===== config.mk =====
export PLATFORM = sky130hd
export DESIGN_NAME = biquad8_coeff_sequencer
export DESIGN_NICKNAME = d
export VERILOG_FILES = /design/src/rtl/biquad_pkg.sv /design/src/rtl/biquad8_coeff_sequencer.sv
export SDC_FILE = /design/constraint.sdc
export NUM_CORES = 1
export LEC_CHECK = 0
export BUFFER_PORTS_ARGS = -buffer_cell sky130_fd_sc_hd__buf_4
export CAP_MARGIN = 20
export CORE_MARGIN = 1
export CORE_UTILIZATION = 40
export CTS_BUF_LIST = sky130_fd_sc_hd__clkbuf_4
export DETAILED_ROUTE_END_ITERATION = 10
export SYNTH_ARGS = -nofsm -noshare
export SYNTH_HDL_FRONTEND = slang
export SYNTH_SLANG_ARGS = --single-unit

===== constraint.sdc =====
create_clock -name clk -period 2 [get_ports clk]
set_clock_uncertainty 0.05 [all_clocks]
set_input_delay 0 -clock clk [delete_from_list [all_inputs] [get_ports clk]]
set_output_delay 0 -clock clk [all_outputs]
set_load 0.02 [all_outputs]

===== src/rtl/biquad_pkg.sv =====
// Shared definitions for the biquad coefficient path.
//
// Contents:
//   CoeffBitsDefault - default coefficient word width
//   seq_state_e      - coefficient sequencer state enumeration
package biquad_pkg;

    localparam int unsigned CoeffBitsDefault = 18;

    typedef enum logic [2:0] {
        StFill,
        StDrop,
        StWrite,
        StUpdate,
        StSettle
    } seq_state_e;

endpackage


===== src/rtl/biquad8_coeff_sequencer.sv =====
// Coefficient sequencer for a biquad section.
//
// Collects one coefficient set from an AXI-stream style input into staging
// registers. A well-formed set is written to the filter one word per cycle,
// followed by a single commit strobe and a quiet settle window. Malformed
// sets (too short or too long) are discarded and reported with err_o.
//
// Ports:
//   clk             - sole clock
//   rst             - synchronous active-high reset
//   s_coeff_tdata   - incoming coefficient word
//   s_coeff_tvalid  - word valid
//   s_coeff_tlast   - last word of a set
//   s_coeff_tready  - sequencer accepts the word (FILL/DROP only)
//   bypass_req_i    - requested filter bypass
//   coeff_dat_o     - coefficient data to filter, holds last written value
//   coeff_wr_o      - one-cycle write strobe per coefficient word
//   coeff_update_o  - one-cycle commit strobe
//   bypass_o        - bypass_req_i registered by one clock
//   busy_o          - set in flight (WRITE/UPDATE/SETTLE)
//   done_o          - pulse on the last settle cycle
//   err_o           - pulse one cycle after a malformed set ends
module biquad8_coeff_sequencer
    import biquad_pkg::*;
#(
    parameter int unsigned NCOEFF        = 2,
    parameter int unsigned COEFF_BITS    = CoeffBitsDefault,
    parameter int unsigned SETTLE_CYCLES = 3
) (
    input  logic                  clk,
    input  logic                  rst,
    input  logic [COEFF_BITS-1:0] s_coeff_tdata,
    input  logic                  s_coeff_tvalid,
    input  logic                  s_coeff_tlast,
    output logic                  s_coeff_tready,
    input  logic                  bypass_req_i,
    output logic [COEFF_BITS-1:0] coeff_dat_o,
    output logic                  coeff_wr_o,
    output logic                  coeff_update_o,
    output logic                  bypass_o,
    output logic                  busy_o,
    output logic                  done_o,
    output logic                  err_o
);

    localparam int unsigned IdxW = (NCOEFF > 1) ? $clog2(NCOEFF) : 1;
    localparam int unsigned CntW = (SETTLE_CYCLES > 1) ? $clog2(SETTLE_CYCLES) : 1;
    localparam logic [IdxW-1:0] LastIdx = IdxW'(NCOEFF - 1);
    localparam logic [CntW-1:0] LastCnt = CntW'(SETTLE_CYCLES - 1);

    seq_state_e state_q, state_d;

    logic [IdxW-1:0]       idx_q, idx_d;
    logic [CntW-1:0]       cnt_q, cnt_d;
    logic                  err_q, err_d;
    logic                  bypass_q;
    logic [COEFF_BITS-1:0] dat_q;
    logic [COEFF_BITS-1:0] stage_q [NCOEFF];
    logic                  xfer;

    assign xfer = s_coeff_tvalid && s_coeff_tready;

    // State and datapath registers.
    always_ff @(posedge clk) begin
        if (rst) begin
            state_q  <= StFill;
            idx_q    <= '0;
            cnt_q    <= '0;
            err_q    <= 1'b0;
            bypass_q <= 1'b1;
            dat_q    <= '0;
            for (int i = 0; i < NCOEFF; i++) begin
                stage_q[i] <= '0;
            end
        end else begin
            state_q  <= state_d;
            idx_q    <= idx_d;
            cnt_q    <= cnt_d;
            err_q    <= err_d;
            bypass_q <= bypass_req_i;
            // Slots are only written while filling; during a long set the
            // overflowing words never reach staging because the state is DROP.
            if (state_q == StFill && xfer) begin
                stage_q[idx_q] <= s_coeff_tdata;
            end
            if (state_q == StWrite) begin
                dat_q <= stage_q[idx_q];
            end
        end
    end

    // Next-state logic.
    always_comb begin
        state_d = state_q;
        idx_d   = idx_q;
        cnt_d   = cnt_q;
        err_d   = 1'b0;
        unique case (state_q)
            StFill: begin
                if (xfer) begin
                    if (s_coeff_tlast) begin
                        idx_d = '0;
                        if (idx_q == LastIdx) begin
                            state_d = StWrite;
                        end else begin
                            err_d = 1'b1;
                        end
                    end else if (idx_q == LastIdx) begin
                        idx_d   = '0;
                        state_d = StDrop;
                    end else begin
                        idx_d = idx_q + 1'b1;
                    end
                end
            end
            StDrop: begin
                if (xfer && s_coeff_tlast) begin
                    err_d   = 1'b1;
                    state_d = StFill;
                end
            end
            StWrite: begin
                if (idx_q == LastIdx) begin
                    idx_d   = '0;
                    state_d = StUpdate;
                end else begin
                    idx_d = idx_q + 1'b1;
                end
            end
            StUpdate: begin
                cnt_d   = '0;
                state_d = StSettle;
            end
            StSettle: begin
                if (cnt_q == LastCnt) begin
                    cnt_d   = '0;
                    state_d = StFill;
                end else begin
                    cnt_d = cnt_q + 1'b1;
                end
            end
            default: begin
                state_d = StFill;
                idx_d   = '0;
                cnt_d   = '0;
            end
        endcase
    end

    // Outputs.
    always_comb begin
        s_coeff_tready = 1'b0;
        coeff_wr_o     = 1'b0;
        coeff_update_o = 1'b0;
        busy_o         = 1'b0;
        done_o         = 1'b0;
        unique case (state_q)
            StFill, StDrop: s_coeff_tready = !rst;
            StWrite: begin
                coeff_wr_o = 1'b1;
                busy_o     = 1'b1;
            end
            StUpdate: begin
                coeff_update_o = 1'b1;
                busy_o         = 1'b1;
            end
            StSettle: begin
                busy_o = 1'b1;
                done_o = (cnt_q == LastCnt);
            end
            default: ;
        endcase
        // Present the current slot while writing, otherwise hold the last word.
        coeff_dat_o = coeff_wr_o ? stage_q[idx_q] : dat_q;
        err_o       = err_q;
        bypass_o    = bypass_q;
    end

endmodule


Word level (Yosys, flattened, before mapping)

Memories as Yosys holds them, arrays and structs flattened. A register that Yosys moved wholly into a read port is not among the register bits.
Index checks and enable logic that the tools add are counted.

Register bits after elaboration: 26
Latch bits: 0
Memory bits (writable): 36
ROM bits: 0
Input bits: 23
Output and inout bits: 25
Logic and storage cells: 67
Memories kept: 1

Add/sub/neg operators: 2
Multiply operators: 0
Div/mod/pow operators: 0
$lt $le $gt $ge: 0
Equal/unequal tests: 10
Shift-type cells: 0
Mux-type cells: 35
Bitwise gates (word level): 1
Reductions and logical operators: 12

Memories:

| memory  | words | width | read ports | clocked after Yosys merged registers in | wr ports | RTL line                      | source |
|---|---|---|---|---|---|---|---|
| stage_q | 2     | 18    | 1          | 1                                       | 2        | biquad8_coeff_sequencer.sv:58 | `logic [COEFF_BITS-1:0] stage_q [NCOEFF];` |

Operators by type and width:

| kind                                                             | number |
|---|---|
| 18-bit two-way mux                                               | 2 |
| 1-bit two-way mux                                                | 21 |
| 3-bit two-way mux                                                | 7 |
| 18-bit OR reduction                                              | 1 |
| 3-bit one-hot mux with 5 select lines                            | 1 |
| 2-bit != test (second input constant)                            | 5 |
| 3-bit OR reduction                                               | 3 |
| 3-bit by 2-bit == test with 1-bit output (second input constant) | 2 |
| 5-bit AND reduction                                              | 1 |
| 2-bit one-hot mux with 2 select lines                            | 1 |
| 3-bit by 1-bit == test with 1-bit output (second input constant) | 1 |
| 3-bit == test (second input constant)                            | 1 |
| 1-bit logical AND                                                | 3 |
| 3-bit zero test                                                  | 1 |
| 1-bit one-hot mux with 3 select lines                            | 1 |
| 2-bit by 1-bit adder with 2-bit output (second input constant)   | 1 |
| 2-bit == test (second input constant)                            | 1 |
| 2-bit two-way mux                                                | 1 |
| 1-bit one-hot mux with 2 select lines                            | 1 |
| 2-bit AND reduction                                              | 1 |
| 2-bit OR reduction                                               | 1 |
| 1-bit adder (second input constant)                              | 1 |
| 1-bit zero test                                                  | 1 |
| 1-bit NOT                                                        | 1 |

Longest topological paths before layout

Depth in word-level cells: 10
Mapped depth: 6
Gate-level depth less buffers: 3

Least setup slack after synthesis

OpenSTA, ideal clock, no wires.

Kind: flip-flop to flip-flop
Start point: register state_q[1]
End point: memory stage_q[0][0] in the netlist's numbering (enable)
Setup time: 0.340 ns
Data arrival time: 1.206 ns
Required time: 1.610 ns
Setup slack: 0.404 ns
Cell stages (with the launch flop): 6
Buffers on the path: 2
Clock period less this slack: 1.596 ns
Path through: dfxtp_1 buf_6 nor2_1 and3_1 buf_4 or2_2

RTL lines:

| item                   | RTL line                      | source |
|---|---|---|
| from (decl)            | biquad8_coeff_sequencer.sv:51 | `seq_state_e state_q, state_d;` |
| from (signal assigned) | biquad8_coeff_sequencer.sv:66 | `state_q <= StFill;` |
| from (signal assigned) | biquad8_coeff_sequencer.sv:76 | `state_q <= state_d;` |
| to (decl)              | biquad8_coeff_sequencer.sv:58 |  |

Worst setup path after layout

Start point: register state_q[2]
End point: output port coeff_dat_o[3]

Word-level cells in the longest chain between the ends: 3

RTL lines:

| item                                     | RTL line                       | source |
|---|---|---|
| 3-bit by 2-bit == test with 1-bit output | biquad8_coeff_sequencer.sv:157 | `unique case (state_q)` |
| 1-bit two-way mux                        | biquad8_coeff_sequencer.sv:157 |  |
| 18-bit two-way mux                       | biquad8_coeff_sequencer.sv:174 | `coeff_dat_o = coeff_wr_o ? stage_q[idx_q] : dat_q;` |
| to (decl)                                | biquad8_coeff_sequencer.sv:37  | `output logic [COEFF_BITS-1:0] coeff_dat_o,` |

Every way passes these cells.

==> run metrics <==
worst r2r dst=stage_q[1][17]; main flop type after synthesis=edfxtp_1; Max Root-Sink Buffers=2; Fin. Hold Viols=0; Slew @ Worst Pin=0.470 ns; WL/cell=14.2 µm; Simple-Gate Fraction of Synth Area=0.171; Post-synth EDFFs=36; Crit path arrival time=1.82 ns; Worst Hold Launch=rst; mux share of post-synthesis cell area=0.0678; CTS tree=built; starting density of the core=0.413; wire length of the first global-routing pass=8650 µm; PortBufs=47; Num CTS Buffers=9; CTS clk-pin slew, worst paths=0.10 ns; Tcrit/Tclk final=0.936; die area=7350 µm²; path category of the worst min-delay check=in2reg; 1st-pass router iterations=6; Final Max Slew Viols=0; clk sinks=63; Max Cap Violations=0; crit start category=flop; Worst Setup End Kind=output pin; worst slack at placement=0.291 ns; Avg Inst Size Synth=12.3 µm²; GPL Wtd Cong=0.769; worst reg-to-reg setup slack=0.29 ns; Slowest-stage cell, CP=dfxtp_1; die height=85.8 µm; drt total wl=5680 µm; cells along the critical path=buf_4 -> nor3b_4 -> buf_4 -> buf_6 -> a21oi_1 -> buf_4; DR DRC count=0; Leak=1.38 nW; H-tree Lvls=3; type of the worst setup path=reg2out; Final Setup Violations=0; fmax=534 MHz; WHS Endpoint=cnt_q[0]; worst hold path cell count=3; final antenna-violating net count=0; asr flop ratio synth=0; Antenna Cells=0; largest net degree at the start of global routing=56; final worst slack=0.128 ns; Netlist cell types=34; largest family of logic cells by synthesized area=simple AND/OR/NAND/NOR gates; compound-cell area share of the yosys netlist=0.129; Mapped Area=2810 µm²; Die Width=85.8 µm; Row Count=30; Peak supply drop=0.000284 V; GRT Total Usage=0.157; Syn. warnings=0; Synth Area in Adders=0; WP data required=1.95 ns; total number of vias=1898; synth-to-layout area growth=27.8%; layout net count=324; status=complete, no violations; Finished Core Util=0.528; Mapped Cells=229; Pwr Density=697 nW/µm²; vias in the first global route=1769; grt ovf=0; Core Area=6790 µm²; clk_lat worst skew=0.39 ns; Post-Synth XOR/XNOR Area=0; most used cell, CP=buf_4; RR Startpoint=state_q[1]; slew margin rel.=0.686; Post-Syn Nets=252; initial antenna violation count=0; min Tclk post-route=1.87 ns; Seq/Total Area, Yosys=0.578; clock root cell=clkbuf_4; RSZ-0062 raised after global routing=no; Via density=4.73; IO Count=48; Initial DRC Count=77; Area after DPL=3210 µm²; worst reg2reg path depth=3; fin area=3590 µm²; crit path max fanout=27; Final TNS setup=0 ns; Crit path largest cell delay=0.32 ns; number of synthesized register bits=63; hpwl dp=3340 µm; proportion of layout cells with a drive suffix above 1=0.334
[through the flow]
step / power, mW / std cells / hold WS, ns
2_1_floorplan: 1.61 / 229 / 0.0538
3_3_place_gp: 1.70 / 361 / 0.139
3_5_place_dp: 1.70 / 361 / 0.138
4_1_cts: 2.52 / 398 / 0.0787
5_1_grt: 2.61 / 401 / 0.114
6_report: 2.50 / 401 / 0.104
[critical path: cells and delay by family, from the launching register on]
family | cells | cell delay, ns
buf+inv | 4 | 0.78
flops | 1 | 0.32
simple gates | 1 | 0.22
compound gates | 1 | 0.11
[synth_stat cells (all sizes together), types with 2 or more instances]
cell,n,area share
or2,4,0.0089
nor3b,3,0.0098
mux2i,19,0.068
and3,2,0.0045
nor2,22,0.041
dfxtp,27,0.19
a21oi,21,0.037
and2,36,0.080
edfxtp,36,0.39
or2b,2,0.0053
clkbuf,2,0.0040
nand2,2,0.0027
nor4,2,0.0045
inv,3,0.0040
a211oi,19,0.074
o21ai,3,0.0053
buf,16,0.046
[cells in the final DEF (no fill, tap or decap), types with 2 or more instances in the layout]
cell type | synthesis | final
dlygate4sd3_1 | 0 | 22
buf_6 | 6 | 2
a21oi_1 | 21 | 21
nand2_1 | 2 | 2
clkbuf_4 | 1 | 9
or2_2 | 4 | 4
o21ai_0 | 3 | 3
nor2_2 | 13 | 13
buf_4 | 5 | 54
nor3b_1 | 2 | 2
dfxtp_1 | 27 | 26
nor4_1 | 2 | 2
nor2_1 | 9 | 9
and2_1 | 36 | 36
inv_1 | 3 | 3
edfxtp_1 | 36 | 36
or2b_1 | 2 | 2
mux2i_1 | 19 | 19
a211oi_1 | 6 | 6
a211oi_2 | 13 | 13
clkinv_2 | 0 | 3
clkinv_1 | 0 | 2
and3_1 | 2 | 2
[worst max path at each step]
stage | start | slack [ns] | end | depth (start not counted)
2_1_floorplan | state_q[1] | 0.40 | stage_q[0][0] | 5
3_3_place_gp | state_q[1] | 0.29 | stage_q[1][10] | 3
3_5_place_dp | state_q[1] | 0.29 | stage_q[1][10] | 3
4_1_cts | state_q[1] | 0.04 | coeff_dat_o[1] | 5
5_1_grt | state_q[2] | 0.03 | coeff_dat_o[5] | 6
6_report | state_q[2] | 0.13 | coeff_dat_o[3] | 6
[layer usage]
| layer | GRT usage | part of all wire | vias up |
|---|---|---|---|
| li1 | - | - | 964 |
| met1 | 0.208 | 0.50 | 890 |
| met2 | 0.246 | 0.45 | 38 |
| met3 | 0.0356 | 0.034 | 6 |
| met4 | 0.0727 | 0.016 | 0 |
| met5 | 0 | 0 | - |
[power by group]
group,leakage [nW],internal (mW),switching (mW),total [mW]
sequential,0.596,1.43,0.0156,1.44
combinational,0.709,0.122,0.138,0.260
clock,0.0704,0.361,0.439,0.799
total,1.38,1.91,0.592,2.50
[cell type report]
type,instances,area [µm²]
fillers,620,3210
flip-flops and latches,63,1620
multi-input cells,145,1040
repair buffers,79,673
well taps,96,120
clock buffers,9,67.6
clock inverters,6,52.6
inverters,3,11.3
[flip-flops by register name, indices dropped and copies added, names as in the netlist, named ones only]
| signal | count |
|---|---|
| state_q | 3 |
| stage_q | 36 |
| err_o | 1 |
| bypass_o | 1 |
| idx_q | 1 |
| dat_q | 18 |
| cnt_q | 2 |
[what timing repair did]
action	4_1_cts	5_1_grt
hold buffers	22	0
hold endpoints to repair	41	0
buffers inserted	0	1
gates resized for setup	0	2
endpoints found under the setup margin	0	16
[kinds of logic after synthesis]
group | after synthesis
DFF | 63
and+or+nand+nor | 79
AOI/OAI and AO/OA | 47
buffers and inverters | 21
muxes | 19
(Power assumes the default switching activity.)
